File: config.mk
export PLATFORM = sky130hd
export DESIGN_NAME = rca_sum_accumulator
export DESIGN_NICKNAME = d
export VERILOG_FILES = /design/src/rtl/rca_sum_accumulator.sv
export SDC_FILE = /design/constraint.sdc
export NUM_CORES = 1
export LEC_CHECK = 0
export CELL_PAD_IN_SITES_DETAIL_PLACEMENT = 2
export CELL_PAD_IN_SITES_GLOBAL_PLACEMENT = 2
export CORE_MARGIN = 10
export CORE_UTILIZATION = 31
export DETAILED_ROUTE_END_ITERATION = 12
export GPL_ROUTABILITY_DRIVEN = 0
export MAX_ROUTING_LAYER = met4
export PLACE_DENSITY_LB_ADDON = 0.1
export SYNTH_ARGS = -nofsm -noshare
export SYNTH_HDL_FRONTEND = slang
export SYNTH_SLANG_ARGS = --single-unit
File: constraint.sdc
create_clock -name i_clk -period 3.4 [get_ports i_clk]
set_clock_uncertainty 0.15 [all_clocks]
set_input_delay 0.68 -clock i_clk [delete_from_list [all_inputs] [get_ports i_clk]]
set_output_delay 0.68 -clock i_clk [all_outputs]
set_load 0.005 [all_outputs]
File: src/rtl/rca_sum_accumulator.sv
// Accumulates a programmed number of rca sums into a wider register and
// presents the total over a valid/ready handshake, with a sticky overflow flag.
module rca_sum_accumulator #(
    parameter int unsigned WIDTH   = 4,
    parameter int unsigned COUNT_W = 4,
    parameter int unsigned ACC_W   = 9
) (
    input  logic               i_clk,
    input  logic               i_rst,
    input  logic               i_start,
    input  logic [COUNT_W-1:0] i_beats,
    input  logic [WIDTH:0]     i_in_sum,
    input  logic               i_in_valid,
    output logic               o_in_ready,
    output logic [ACC_W-1:0]   o_acc_out,
    output logic               o_acc_valid,
    input  logic               i_acc_ready,
    output logic               o_ovf,
    output logic               o_busy
);

    typedef enum logic [1:0] {StIdle, StAccum, StDone} state_e;

    state_e             r_state;
    state_e             w_state_next;
    logic [ACC_W-1:0]   r_acc;
    logic [ACC_W-1:0]   w_acc_next;
    logic [COUNT_W-1:0] r_remaining;
    logic [COUNT_W-1:0] w_remaining_next;
    logic               r_ovf;
    logic               w_ovf_next;
    logic [ACC_W:0]     w_sum;

    // One extra bit on the adder exposes the carry out of bit ACC_W-1.
    assign w_sum = {1'b0, r_acc} + (ACC_W + 1)'(i_in_sum);

    always_comb begin
        w_state_next     = r_state;
        w_acc_next       = r_acc;
        w_remaining_next = r_remaining;
        w_ovf_next       = r_ovf;
        o_in_ready       = 1'b0;
        o_acc_valid      = 1'b0;
        o_busy           = 1'b0;
        unique case (r_state)
            StIdle: begin
                if (i_start) begin
                    w_remaining_next = i_beats;
                    w_acc_next       = '0;
                    w_ovf_next       = 1'b0;
                    w_state_next     = (i_beats == '0) ? StDone : StAccum;
                end
            end
            StAccum: begin
                o_in_ready = 1'b1;
                o_busy     = 1'b1;
                if (i_in_valid) begin
                    w_acc_next       = w_sum[ACC_W-1:0];
                    w_ovf_next       = r_ovf | w_sum[ACC_W];
                    w_remaining_next = r_remaining - 1'b1;
                    if (r_remaining == COUNT_W'(1)) begin
                        w_state_next = StDone;
                    end
                end
            end
            StDone: begin
                o_acc_valid = 1'b1;
                o_busy      = 1'b1;
                if (i_acc_ready) begin
                    w_state_next = StIdle;
                end
            end
            default: w_state_next = StIdle;
        endcase
    end

    always_ff @(posedge i_clk) begin
        if (i_rst) begin
            r_state     <= StIdle;
            r_acc       <= '0;
            r_remaining <= '0;
            r_ovf       <= 1'b0;
        end else begin
            r_state     <= w_state_next;
            r_acc       <= w_acc_next;
            r_remaining <= w_remaining_next;
            r_ovf       <= w_ovf_next;
        end
    end

    assign o_acc_out = r_acc;
    assign o_ovf     = r_ovf;

endmodule

-- Yosys cells after proc, flatten, opt, wreduce, memory -nomap -nowiden
Index checks and enable logic that the tools add are counted.
- flip-flop bits (word level): 16
- input bits: 14
- word-level logic and storage cells: 38
- add/sub/neg operators: 2
- equal/unequal tests: 7
- muxes and demuxes: 18
- bitwise gates (word level): 1
- reduce and logical (&&, ||, !) cells: 6
- operators with widths (kind ; count):
    $mux W9 ; 2
    $pmux W9 S2 ; 1
    $add A9 B5 Y10 ; 1
    $mux W2 ; 5
    $mux W4 ; 2
    $ne A2 B2 Y1 const B ; 4
    $pmux W4 S2 ; 1
    $pmux W2 S3 ; 1
    $mux W1 ; 5
    $eq A4 B1 Y1 const B ; 1
    $logic_not A4 Y1 ; 1
    $reduce_and A4 Y1 ; 1
    $sub A4 B1 Y4 const B ; 1
    $reduce_and A3 Y1 ; 1
    $eq A2 B1 Y1 const B ; 1
    $eq A2 B2 Y1 const B ; 1
    $logic_not A2 Y1 ; 1
    $pmux W1 S2 ; 1
    $reduce_bool A2 Y1 ; 1
    $reduce_or A2 Y1 ; 1
    $or A1 B1 Y1 ; 1

-- Longest topological paths before layout
Gate-level depths: netlist of the first run.
- depth in word-level cells: 4
- gate-level depth with buffers: 7
- depth with buffers taken out: 6

-- Least setup slack after synthesis of the first run
OpenSTA, ideal clock, no wires.
- path type: input port to flip-flop
- start point: input port i_in_sum[0]
- end point: register r_acc[4], in the netlist o_acc_out[4]
- arrival time: 2.109 ns
- path slack: 1.082 ns
- stages: 6
- buffers on the path: 0
- cells stage by stage: ha_1 fa_1 a211oi_1 nor2_1 or4b_1 nand2_1
- longest elaborated chain between the ends: 3
- ends and longest elaborated chain (element ; line ; RTL):
    from (decl) ; 12 ; input logic [WIDTH:0] i_in_sum,
    $add A9 B5 Y10 ; 35 ; assign w_sum = {1'b0, r_acc} + (ACC_W + 1)'(i_in_sum);
    $mux W9 ; 57 ; if (i_in_valid) begin
    $pmux W9 S2 ; 45 ; unique case (r_state)
    to (signal assigned) ; 85 ; r_acc <= w_acc_next;
    to (decl) ; 26 ; logic [ACC_W-1:0] r_acc;
Every way passes these cells. The select of a mux whose other input is x is not followed.
A chain may end at the register's enable or synchronous reset.

-- Final worst setup path of the first run
- start point: register r_state[1]
- end point: output port o_in_ready
- longest elaborated chain between the ends: 2
- ends and longest elaborated chain (element ; line ; RTL):
    from (decl) ; 24 ; state_e r_state;
    from (signal assigned) ; 79 ; r_state <= StIdle;
    from (signal assigned) ; 84 ; r_state <= w_state_next;
    $eq A2 B1 Y1 ; 45 ;
    $mux W1 ; 45 ;
    to (decl) ; 14 ; output logic o_in_ready,
Every way passes these cells.

==> metrics, run 1 <==
Pre-antenna DRT Iters 2; commonest cells in the netlist dfxtp_1 (16), ha_1 (10), nor2_1 (10), nand2_1 (9), inv_1 (6); Slew @ Worst Pin 0.768 ns; gr ovfl total 0; fill count 388; Yosys cell types 43; Netlist Area Pre-Place 1080 um2; Ys Warns 0; fin. max-slew vios 0; initial core utilization 32.3%; largest net degree at the start of global routing 17; Area contributors post-synth dfxtp_1 (30%), ha_1 (12%), nor2_1 (3.5%); class of the tightest hold or removal check flop to flop; Die Y 79.0 um; worst rel slew slack 48.4%; Post-CTS Setup Bufs 0; Post-Synth Simple-Gate Area 22.8%; DRT antenna net count 0; Fmax 0.370 GHz; status completed; final worst slack 0.695 ns; I/O Pins 27; num rows 21; Hold Fails Final Rpt 0; Synth Area in Compound Gates 25.8%; Gates resized, CTS repair 0; Crit path required time 2.57 ns; root buffer cell clkbuf_4; area grow syn2layout 30.8%; DP HPWL 2.63 mm; Die W 79.0 um; Post-route DRC 0; CTS Buf Count 3; Seq/Total Area, Yosys 29.7%; flops & latches, synth 16; period utilization 79.6%; post-synthesis mux area share 3.83%; DRT Wirelength 3.35 mm; WL/cell 17.4 um; pre-CTS WS 0.499 ns; via density per instance 5.48; core area 3340 um2; xor and xnor fraction of the mapped netlist area 0.813%; largest family of logic cells by synthesized area compound AO/OA/AOI/OAI gates; Post-synth EDFFs 0; fin cells 192; GRT Util Overall 11.3%; most common cell in the netlist dfxtp_1; clock latency on the worst-skew pair 0.29 ns; Post-Syn Nets 144; leading area contributor after synthesis dfxtp_1; cts hold-fix bufs 0; Clk pin slew, worst setup/hold paths 0.11 ns; IO buf count 26; count of clock tree sinks 16; P per Cell Area 568 nW/um2; layout cells sized above 1 9.59%; dpl cells 189; adder-cell share of the synthesized area 13.5%; number of global-route vias before repair 1148; FF+latch area 320 um2; Nets 173; Max clock buf depth 2; top-area cell type share of the netlist area 29.7%; H-tree depth 1; CTS tree built; Synth Flop Type dfxtp_1; Die Area 6230 um2; Cell Area, Placed 1390 um2; CP Capture Type primary output; Avg Synthesized Cell Area 9.05 um2; cell count after synthesis 119; diodes inserted 0; arrival time at the worst endpoint 1.88 ns; final setup vio count 0; Setup CP Type flop to primary output; initial drt markers 31; post-route cell area 1410 um2; crit path time final 2.71 ns; Overall Power 0.800 mW; LEAKAGE 0.564 nW; unrepaired setup endpoints after global routing false; asr flop ratio synth 0%; initial antenna violation count 0; crit path max fanout 16; detailed-route via count 1053; Final TNS setup 0 ns; first-pass GRT wire length 5.67 mm; Max Cap Viol 0; Multi-input gate area 718 um2; CP Launch Type flop; Peak supply drop 0.000299 V
power breakdown:
part	internal, mW	total (mW)	switching, mW	leakage [nW]
Combinational	0.203	0.439	0.236	0.420
Sequential	0.221	0.255	0.0337	0.130
Clock	0.0412	0.107	0.0655	0.0138
through the flow:
step / hold slack, ns / util, %
final: 0.348 / 42.2
after global placement: 0.321 / 41.5
after floorplan: 0.299 / -
after CTS: 0.355 / 42.2
after global routing: 0.385 / 42.2
after detailed placement: 0.340 / 41.5
worst paths after layout:
path,end,slack (ns),start,cells after the start
setup / recovery,o_in_ready,0.69,r_state[1],3
setup reg to reg,o_acc_out[6],1.01,r_state[1],6
hold / removal,o_ovf,0.35,o_ovf,2
hold reg to reg,o_ovf,0.35,o_ovf,2
cells by family after synthesis:
family | Yosys count
flops | 16
xor+xnor | 1
compound gates | 36
simple gates | 42
mux | 4
buf+inv | 9
fa+ha+maj | 11
layout by cell type, fill, tap and decap left out, types with 2 or more instances in the layout:
master           Yosys  final
o211ai_1             4      4
a22oi_1              3      3
nand2b_1             2      2
nor2_1              10     10
nand2_1              9      9
a211o_1              2      2
nand3b_1             2      2
o21ai_0              4      4
a211oi_1             4      4
a21oi_1              5      5
o31ai_1              3      3
or3_1                5      5
a21o_1               2      2
ha_1                10     10
clkbuf_4             0      3
inv_1                6      6
nor3_1               2      2
mux2i_1              3      3
nor4_1               2      2
clkdlybuf4s50_1      0     26
dfxtp_1             16     16
nor2b_4              2      2
per-layer routing:
layer  GRT usage, %  part of all wire, %  vias up
li1               -                    -      500
met4           2.69                 0.48        0
met2           18.6                   49       18
met1           13.6                   48      533
met3           2.59                  3.3        2
met5              -                    0        -
state kept, by name (all words and copies together) (netlist names):
| signal | cells |
|---|---|
| o_acc_out | 9 |
| r_remaining | 4 |
| r_state | 2 |
| o_ovf | 1 |
final cells by class:
cell class / count / area share [%]
Clock buffer: 3 / 1.60
Tap cell: 46 / 4.09
Sequential cell: 16 / 22.7
Timing Repair Buffer: 27 / 19.0
Multi-Input combinational cell: 94 / 51.0
Inverter: 6 / 1.60
critical path, stage by stage (launching register included):
cell             delay [ns]
dfxtp_1                0.34
inv_1                  0.08
ha_1                   0.54
clkdlybuf4s50_1        0.63
No activity file was read; power rests on OpenSTA's default activity.
==> run 2: changes to the inputs <==
- CORE_UTILIZATION: 31 -> 28
- clock period: 3.4 -> 2.7 ns (I/O delays scaled with it)
==> run 2 against run 1 <==
  * Critical path type is now input pin to flop
  * Global-route usage decreased by 0.56 points
  * Sequential share of layout area is 0.89 points lower
  * Power increased by 41%
  * Sequential power rose by 25%
  * Die area increased by 7.9%
==> metrics, run 2 (synthesized netlist as in run 1, its figures left out) <==
Gates resized, CTS repair 0; LEAKAGE 0.593 nW; period utilization 90.3%; cts hold-fix bufs 0; IO buf count 26; unrepaired setup endpoints after global routing false; Hold Fails Final Rpt 0; GRT Util Overall 10.7%; Die Area 6730 um2; pre-CTS WS -0.0118 ns; Clk pin slew, worst setup/hold paths 0.07 ns; Post-CTS Setup Bufs 0; root buffer cell clkbuf_8; count of clock tree sinks 16; Slew @ Worst Pin 0.428 ns; initial core utilization 29.2%; CP Capture Type flop; largest net degree at the start of global routing 11; crit path time final 2.44 ns; Die Y 82.0 um; layout cells sized above 1 12.0%; Max Cap Viol 0; I/O Pins 27; fill count 417; WL met2 1.49 mm; number of global-route vias before repair 1101; Die W 82.0 um; CTS Buf Count 3; number of flip-flops in the largest register 9; initial antenna violation count 0; area grow syn2layout 36.1%; clock latency on the worst-skew pair 0.26 ns; Post-route DRC 0; gr ovfl total 0; Max clock buf depth 2; CTS tree built; commonest non-fill, non-tap cell in the layout clkdlybuf4s50_1; fin. max-slew vios 0; M1 wire length 1.57 mm; Cell Area, Placed 1410 um2; class of the tightest hold or removal check flop to flop; initial drt markers 42; routed wl met3 187 um; via density per instance 5.30; CP Launch Type input pin; H-tree depth 1; core area 3690 um2; Util after Layout 39.8%; diodes inserted 0; most frequent cells in the layout clkdlybuf4s50_1 (26), dfxtp_1 (16), nor2_1 (10), ha_1 (10), nand2_1 (9); Peak supply drop 0.000237 V; num rows 22; WL/cell 16.7 um; first-pass GRT wire length 5.53 mm; post-route cell area 1470 um2; Pre-antenna DRT Iters 4; crit path max fanout 3; Crit path required time 2.75 ns; arrival time at the worst endpoint 2.49 ns; final setup vio count 0; highest metal used met4; worst rel slew slack 71.4%; DRT antenna net count 0; status completed; Nets 176; DP HPWL 2.59 mm; Fmax 0.410 GHz; final worst slack 0.261 ns; P per Cell Area 769 nW/um2; detailed-route via count 1049; DRT Wirelength 3.31 mm; Setup CP Type input pin to flop
-- run 2: worst max-delay path, stage by stage --
cell             delay (ns)
clkdlybuf4s50_1        0.40
ha_1                   0.24
fa_1                   0.43
a211oi_1               0.23
nor2_1                 0.11
or4b_1                 0.47
nand2_1                0.07
-- run 2: area by class of cell --
type / count / area [um2] / area share (%)
multi-input combinational: 94 / 718 / 49.0
tap: 48 / 60.1 / 4.10
inverter: 6 / 22.5 / 1.54
clock buffer: 4 / 55.1 / 3.75
sequential: 16 / 320 / 21.8
timing repair buffer: 30 / 290 / 19.8
-- run 2: per-layer routing --
metal / up-vias / GRT usage, %
li1: 507 / -
met1: 504 / 13.1
met2: 31 / 16.4
met3: 7 / 2.62
met4: 0 / 4.59
met5: - / -
-- run 2: through the flow --
stage / hold WS [ns] / instances / setup TNS, ns / power [mW]
floorplan: 0.299 / 119 / 0 / 0.703
global placement: 0.290 / 194 / 0 / 0.891
detailed placement: 0.296 / 194 / -0.0118 / 0.913
CTS: 0.309 / 198 / 0 / 1.15
global route: 0.321 / 198 / 0 / 1.23
finish: 0.304 / 198 / 0 / 1.13
-- run 2: where the power goes --
group	switching, mW	total (mW)	internal (mW)	leakage [nW]
sequential	0.0399	0.318	0.278	0.130
clock	0.0915	0.221	0.130	0.0288
combinational	0.310	0.588	0.278	0.434
-- run 2: path summary, 6_finish.rpt --
path | to | from | depth (start not counted) | slack, ns
min | o_ovf | o_ovf | 2 | 0.30
max reg2reg | o_acc_out[5] | r_state[0] | 6 | 0.52
max | o_acc_out[4] | i_in_sum[0] | 7 | 0.26
min reg2reg | o_ovf | o_ovf | 2 | 0.30
==> RTL change 1, RTL diff (settings of run 2) <==
Change the parameter `ACC_W` from 9 to 7.
--- a/src/rtl/rca_sum_accumulator.sv
+++ b/src/rtl/rca_sum_accumulator.sv
@@ -3,7 +3,7 @@
 module rca_sum_accumulator #(
     parameter int unsigned WIDTH   = 4,
     parameter int unsigned COUNT_W = 4,
-    parameter int unsigned ACC_W   = 9
+    parameter int unsigned ACC_W   = 7
 ) (
     input  logic               i_clk,
     input  logic               i_rst,
Ports: changed (resized o_acc_out); port bits go from 27 to 25. No check against the original RTL was run, so the function may have changed too.
==> RTL change 1 against run 2 <==
Hold slack improved by 0.025 ns; power fell by 12%; routed wire length fell by 11%; setup slack improved by 0.024 ns; design area fell by 11%; area after synthesis fell by 8.8%; critical path depth fell by 4; sequential cell count fell by 2.
==> RTL change 1: results (changes against run 2) <==
{| class="wikitable"
! Metric !! Value
|-
| Result of the run || complete, no violations
|-
| Worst-path clk slew || 0.10 ns (+0.03 ns)
|-
| Clock root buffer master || sky130_fd_sc_hd__clkbuf_4
|-
| Final sequential cell count || 14 (-2)
|-
| Crit path capture || o_in_ready
|-
| Fraction of synthesized area in multiplexers || 3.06% (-0.78 points)
|-
| Power share of the clock group || 16.4% (-3.2 points)
|-
| Core region area || 3360 um2 (-8.8%)
|-
| Synthesized-area fraction occupied by ao, oa, aoi and oai cells || 21.9% (-3.9 points)
|-
| Share of the final layout cell area in multi-input gates || 49.3% (+0.35 points)
|-
| Global-route wire length before repair || 5010 um (-9.4%)
|-
| GRT met3 Usage || 3.27% (+0.65 points)
|-
| Cell Count Post-Placement || 179 (-7.7%)
|-
| Worst voltage drop across the vdd grid || 0.368 mV (+55%)
|-
| FF/Latch Area || 280 um2 (-12%)
|-
| Leak Pwr || 0.481 nW (-19%)
|-
| Worst setup path startpoint || r_state[1]$_SDFFE_PP0P_
|-
| Via total after detailed routing || 930 (-11%)
|-
| Clock latency on the worst-skew pair || 0.29 ns (+0.03 ns)
|-
| Routing usage on met2 || 19.3% (+3.0 points)
|-
| Post-synthesis share of cell area spent on full adders, half adders and majority gates || 14.8% (+1.3 points)
|-
| Number of fill cells || 412 (-1.2%)
|-
| Largest net degree at the start of global routing || 13 (+2)
|-
| R2R Path End || o_acc_out[4]$_SDFFE_PP0P_
|-
| Syn Nets || 135 (-6.3%)
|-
| Cell type of the slowest stage on the worst timing path || sky130_fd_sc_hd__clkdlybuf4s50_1
|-
| Setup ws final || 0.285 ns (+0.0239 ns)
|-
| Clock network area share || 2.77% (-0.98 points)
|-
| Post-layout net count || 163 (-7.4%)
|-
| Fraction of final layout cells sized beyond drive strength 1 || 10.9% (-1.1 points)
|-
| Critical path peak fanout || 12 (+9)
|-
| Global routing met1 resource utilization || 9.97% (-3.1 points)
|-
| Routed met3 length || 88 um (-53%)
|-
| Reg2reg setup slack || 0.75 ns (+0.23 ns)
|-
| Detailed-routing wirelength on met1 || 1220 um (-22%)
|-
| Overall routing resource usage || 10.3% (-0.41 points)
|-
| Final Routed Wirelength || 2940 um (-11%)
|}
## RTL change 1: changes by cell type in the layout (fill, tap and decap cells not counted), sizes merged, moves of 3 or more
cell / change
a211oi: -3
a21oi: +4
buf: -3
inv: +5
nand3: +5
nor2: -5
o31ai: -3
or3: -4
## RTL change 1: how the worst min path moves through the flow
stage | slack [ns] | end | cells past startpoint | startpoint
after global routing | 0.37 | o_ovf$_SDFFE_PP0P_ | 2 | o_ovf$_SDFFE_PP0P_
after global placement | 0.29 | o_ovf$_SDFFE_PP0P_ | 2 | o_ovf$_SDFFE_PP0P_
after CTS | 0.33 | o_ovf$_SDFFE_PP0P_ | 2 | o_ovf$_SDFFE_PP0P_
after floorplan | 0.30 | o_ovf$_SDFFE_PP0P_ | 2 | o_ovf$_SDFFE_PP0P_
after detailed placement | 0.32 | o_ovf$_SDFFE_PP0P_ | 2 | o_ovf$_SDFFE_PP0P_
final | 0.33 | o_ovf$_SDFFE_PP0P_ | 2 | o_ovf$_SDFFE_PP0P_
==> RTL change 2, RTL diff (config.mk and constraints of run 2) <==
Made on the original files. The 3 states of `state_e` get a one-hot encoding in 3 bits.
--- a/src/rtl/rca_sum_accumulator.sv
+++ b/src/rtl/rca_sum_accumulator.sv
@@ -19,7 +19,7 @@
     output logic               o_busy
 );
 
-    typedef enum logic [1:0] {StIdle, StAccum, StDone} state_e;
+    typedef enum logic [2:0] {StIdle = 3'b001, StAccum = 3'b010, StDone = 3'b100} state_e;
 
     state_e             r_state;
     state_e             w_state_next;
Check against the original RTL: no difference found for any inputs over 10 cycles, from zero or initial values and one cycle with i_rst high; not proved beyond that.
==> RTL change 2 against run 2 <==
Global-route usage shrank 0.16 points; setup slack better by 0.011 ns; via count grew 6.8%; sequential cell count increased by 1; die area rose by 4.2%; routed wire length is 9.1% higher; critical path depth is 3 lower; area after synthesis increased by 5.6%; non-clock buffer count is 4 higher; design area grew 4.0%; largest cell class unchanged; highest routed layer unchanged.
Power is not compared: it rests on default switching activity, and its combinational part moved more than twofold at a synthesized area within 25%.
==> RTL change 2: results (changes against run 2) <==
{| class="wikitable"
! Metric !! Value
|-
| Proportion of synthesized chip area in sequential cells || 29.9% (+0.19 points)
|-
| Area contributors post-synth || sky130_fd_sc_hd__dfxtp_1 30%, sky130_fd_sc_hd__ha_1 7.7%, sky130_fd_sc_hd__nand2_1 4.6%, sky130_fd_sc_hd__a21oi_1 4.0%, sky130_fd_sc_hd__nand3b_1 4.0%
|-
| Critical path arrival || 1.74 ns (-0.75 ns)
|-
| Most used standard cells in the synthesized netlist || 17 x sky130_fd_sc_hd__dfxtp_1, 14 x sky130_fd_sc_hd__nand2_1, 10 x sky130_fd_sc_hd__nor2_1
|-
| Fraction of final layout cells sized beyond drive strength 1 || 11.9% (-0.095 points)
|-
| Number of global-route vias before repair || 1208 (+9.7%)
|-
| Global-route wire length before repair || 6040 um (+9.4%)
|-
| Count of buffers from port buffering || 26 (unchanged)
|-
| Overall routing resource usage || 10.6% (-0.16 points)
|-
| DR WL/cell || 16.6 um (-0.87%)
|-
| Iter 0 DRT Violations || 28 (-33%)
|-
| Synth warnings || 0 (unchanged)
|-
| Result of the run || complete, no violations
|-
| Number of enable flip-flop cells after synthesis || 0 (unchanged)
|-
| Critical path peak fanout || 10 (+7)
|-
| Syn Nets || 158 (+9.7%)
|-
| Post-layout net count || 191 (+8.5%)
|-
| Commonest register cell after synthesis || sky130_fd_sc_hd__dfxtp_1
|-
| Number of nets still failing antenna checks after routing || 0 (unchanged)
|-
| Reg2reg setup slack || 0.66 ns (+0.14 ns)
|-
| R2R Path End || o_acc_out[8]$_SDFFE_PP0P_
|-
| Maximum clock path buffer count || 2 (unchanged)
|-
| Number of buffers added by the clock tree synthesis step || 3 (unchanged)
|-
| Final hold slack || 0.316 ns (+0.0113 ns)
|-
| Share of the synthesized area in the top cell type || 29.9% (+0.19 points)
|-
| Largest net degree at the start of global routing || 11 (unchanged)
|-
| Critical R2R Launch || o_acc_out[0]$_SDFFE_PP0P_
|-
| Number of distinct library cell variants in the gate-level netlist after synthesis || 44 (+2.3%)
|-
| Remaining max-slew budget at the tightest pin || 69.4% (-1.9 points)
|-
| Ratio of routed vias to standard cells || 5.14 (-3.0%)
|-
| Reg2reg path depth || 7 (+1)
|-
| Worst hold start || o_ovf$_SDFFE_PP0P_
|-
| Sum of net half-perimeters after detailed placement || 2950 um (+14%)
|}
## RTL change 2: changes by cell type after synthesis, moves of 3 or more
cell                              run 2  this run
sky130_fd_sc_hd__nand3b_1             2         6
sky130_fd_sc_hd__ha_1                10         7
sky130_fd_sc_hd__a21oi_1              5         9
sky130_fd_sc_hd__nor3b_1              0         3
sky130_fd_sc_hd__nand2_1              9        14
sky130_fd_sc_hd__o21ai_0              4         7
## RTL change 2: routing by layer
metal	part of all wire [%]	GRT usage, %
met5	0	-
met4	0.91	2.74
met3	3.9	2.54
met2	48	16.9
met1	47	12.9
## RTL change 2: per-stage QoR
stage	power [mW]	setup slack [ns]	instances	cell area, um2	util [%]
after floorplan	0.337	0.697	136	1140	-
after global placement	0.390	0.102	214	1480	37.2
after detailed placement	0.394	0.00752	214	1480	37.2
after CTS	0.596	0.0956	218	1520	38.3
after global routing	0.624	0.174	218	1530	38.4
final	0.583	0.272	218	1530	38.4
## RTL change 2: worst max-delay path: stages (launching register included)
cell                              delay (ns)
sky130_fd_sc_hd__dfxtp_1                0.33
sky130_fd_sc_hd__or3b_4                 0.46
sky130_fd_sc_hd__clkinv_8               0.10
sky130_fd_sc_hd__or2_2                  0.10
sky130_fd_sc_hd__clkdlybuf4s50_1        0.49
## RTL change 2: worst max-delay path by stage
stage | startpoint | to | cells after the start
final | r_state[1]$_SDFFE_PP0P_ | o_busy | 4
after CTS | r_state[1]$_SDFFE_PP0P_ | o_busy | 4
after floorplan | i_in_sum[0] | o_acc_out[6]$_SDFFE_PP0P_ | 7
after detailed placement | i_in_sum[0] | o_acc_out[8]$_SDFFE_PP0P_ | 8
after global routing | i_in_sum[0] | o_acc_out[6]$_SDFFE_PP0P_ | 8
after global placement | i_in_sum[0] | o_acc_out[8]$_SDFFE_PP0P_ | 8
## RTL change 2: area by class of cell
type	count	area, um2
Clock buffer	4	45.0
Tap cell	50	62.6
Timing Repair Buffer	34	320
Inverter	8	42.5
Fill cell	459	2450
Multi-Input combinational cell	105	714
Sequential cell	17	340
## RTL change 2: repair_timing
| item | 4_1_cts | 5_1_grt |
|---|---|---|
| resized for setup | 0 | 1 |
| endpoints found under the setup margin | 0 | 1 |
| setup buffers | 0 | 0 |
## RTL change 2: kinds of logic after synthesis
logic type | Yosys count | synth area share, %
buf+inv | 14 | 7.48
flops | 17 | 29.9
compound gates | 38 | 22.2
mux | 4 | 3.52
fa+ha+maj | 8 | 9.46
simple gates | 55 | 27.4
## RTL change 2: power breakdown
part | leakage, nW | switching, mW | internal [mW]
sequential | 0.138 | 0.00648 | 0.259
combinational | 0.451 | 0.0609 | 0.0612
clock | 0.0228 | 0.0905 | 0.105
total | 0.612 | 0.158 | 0.425
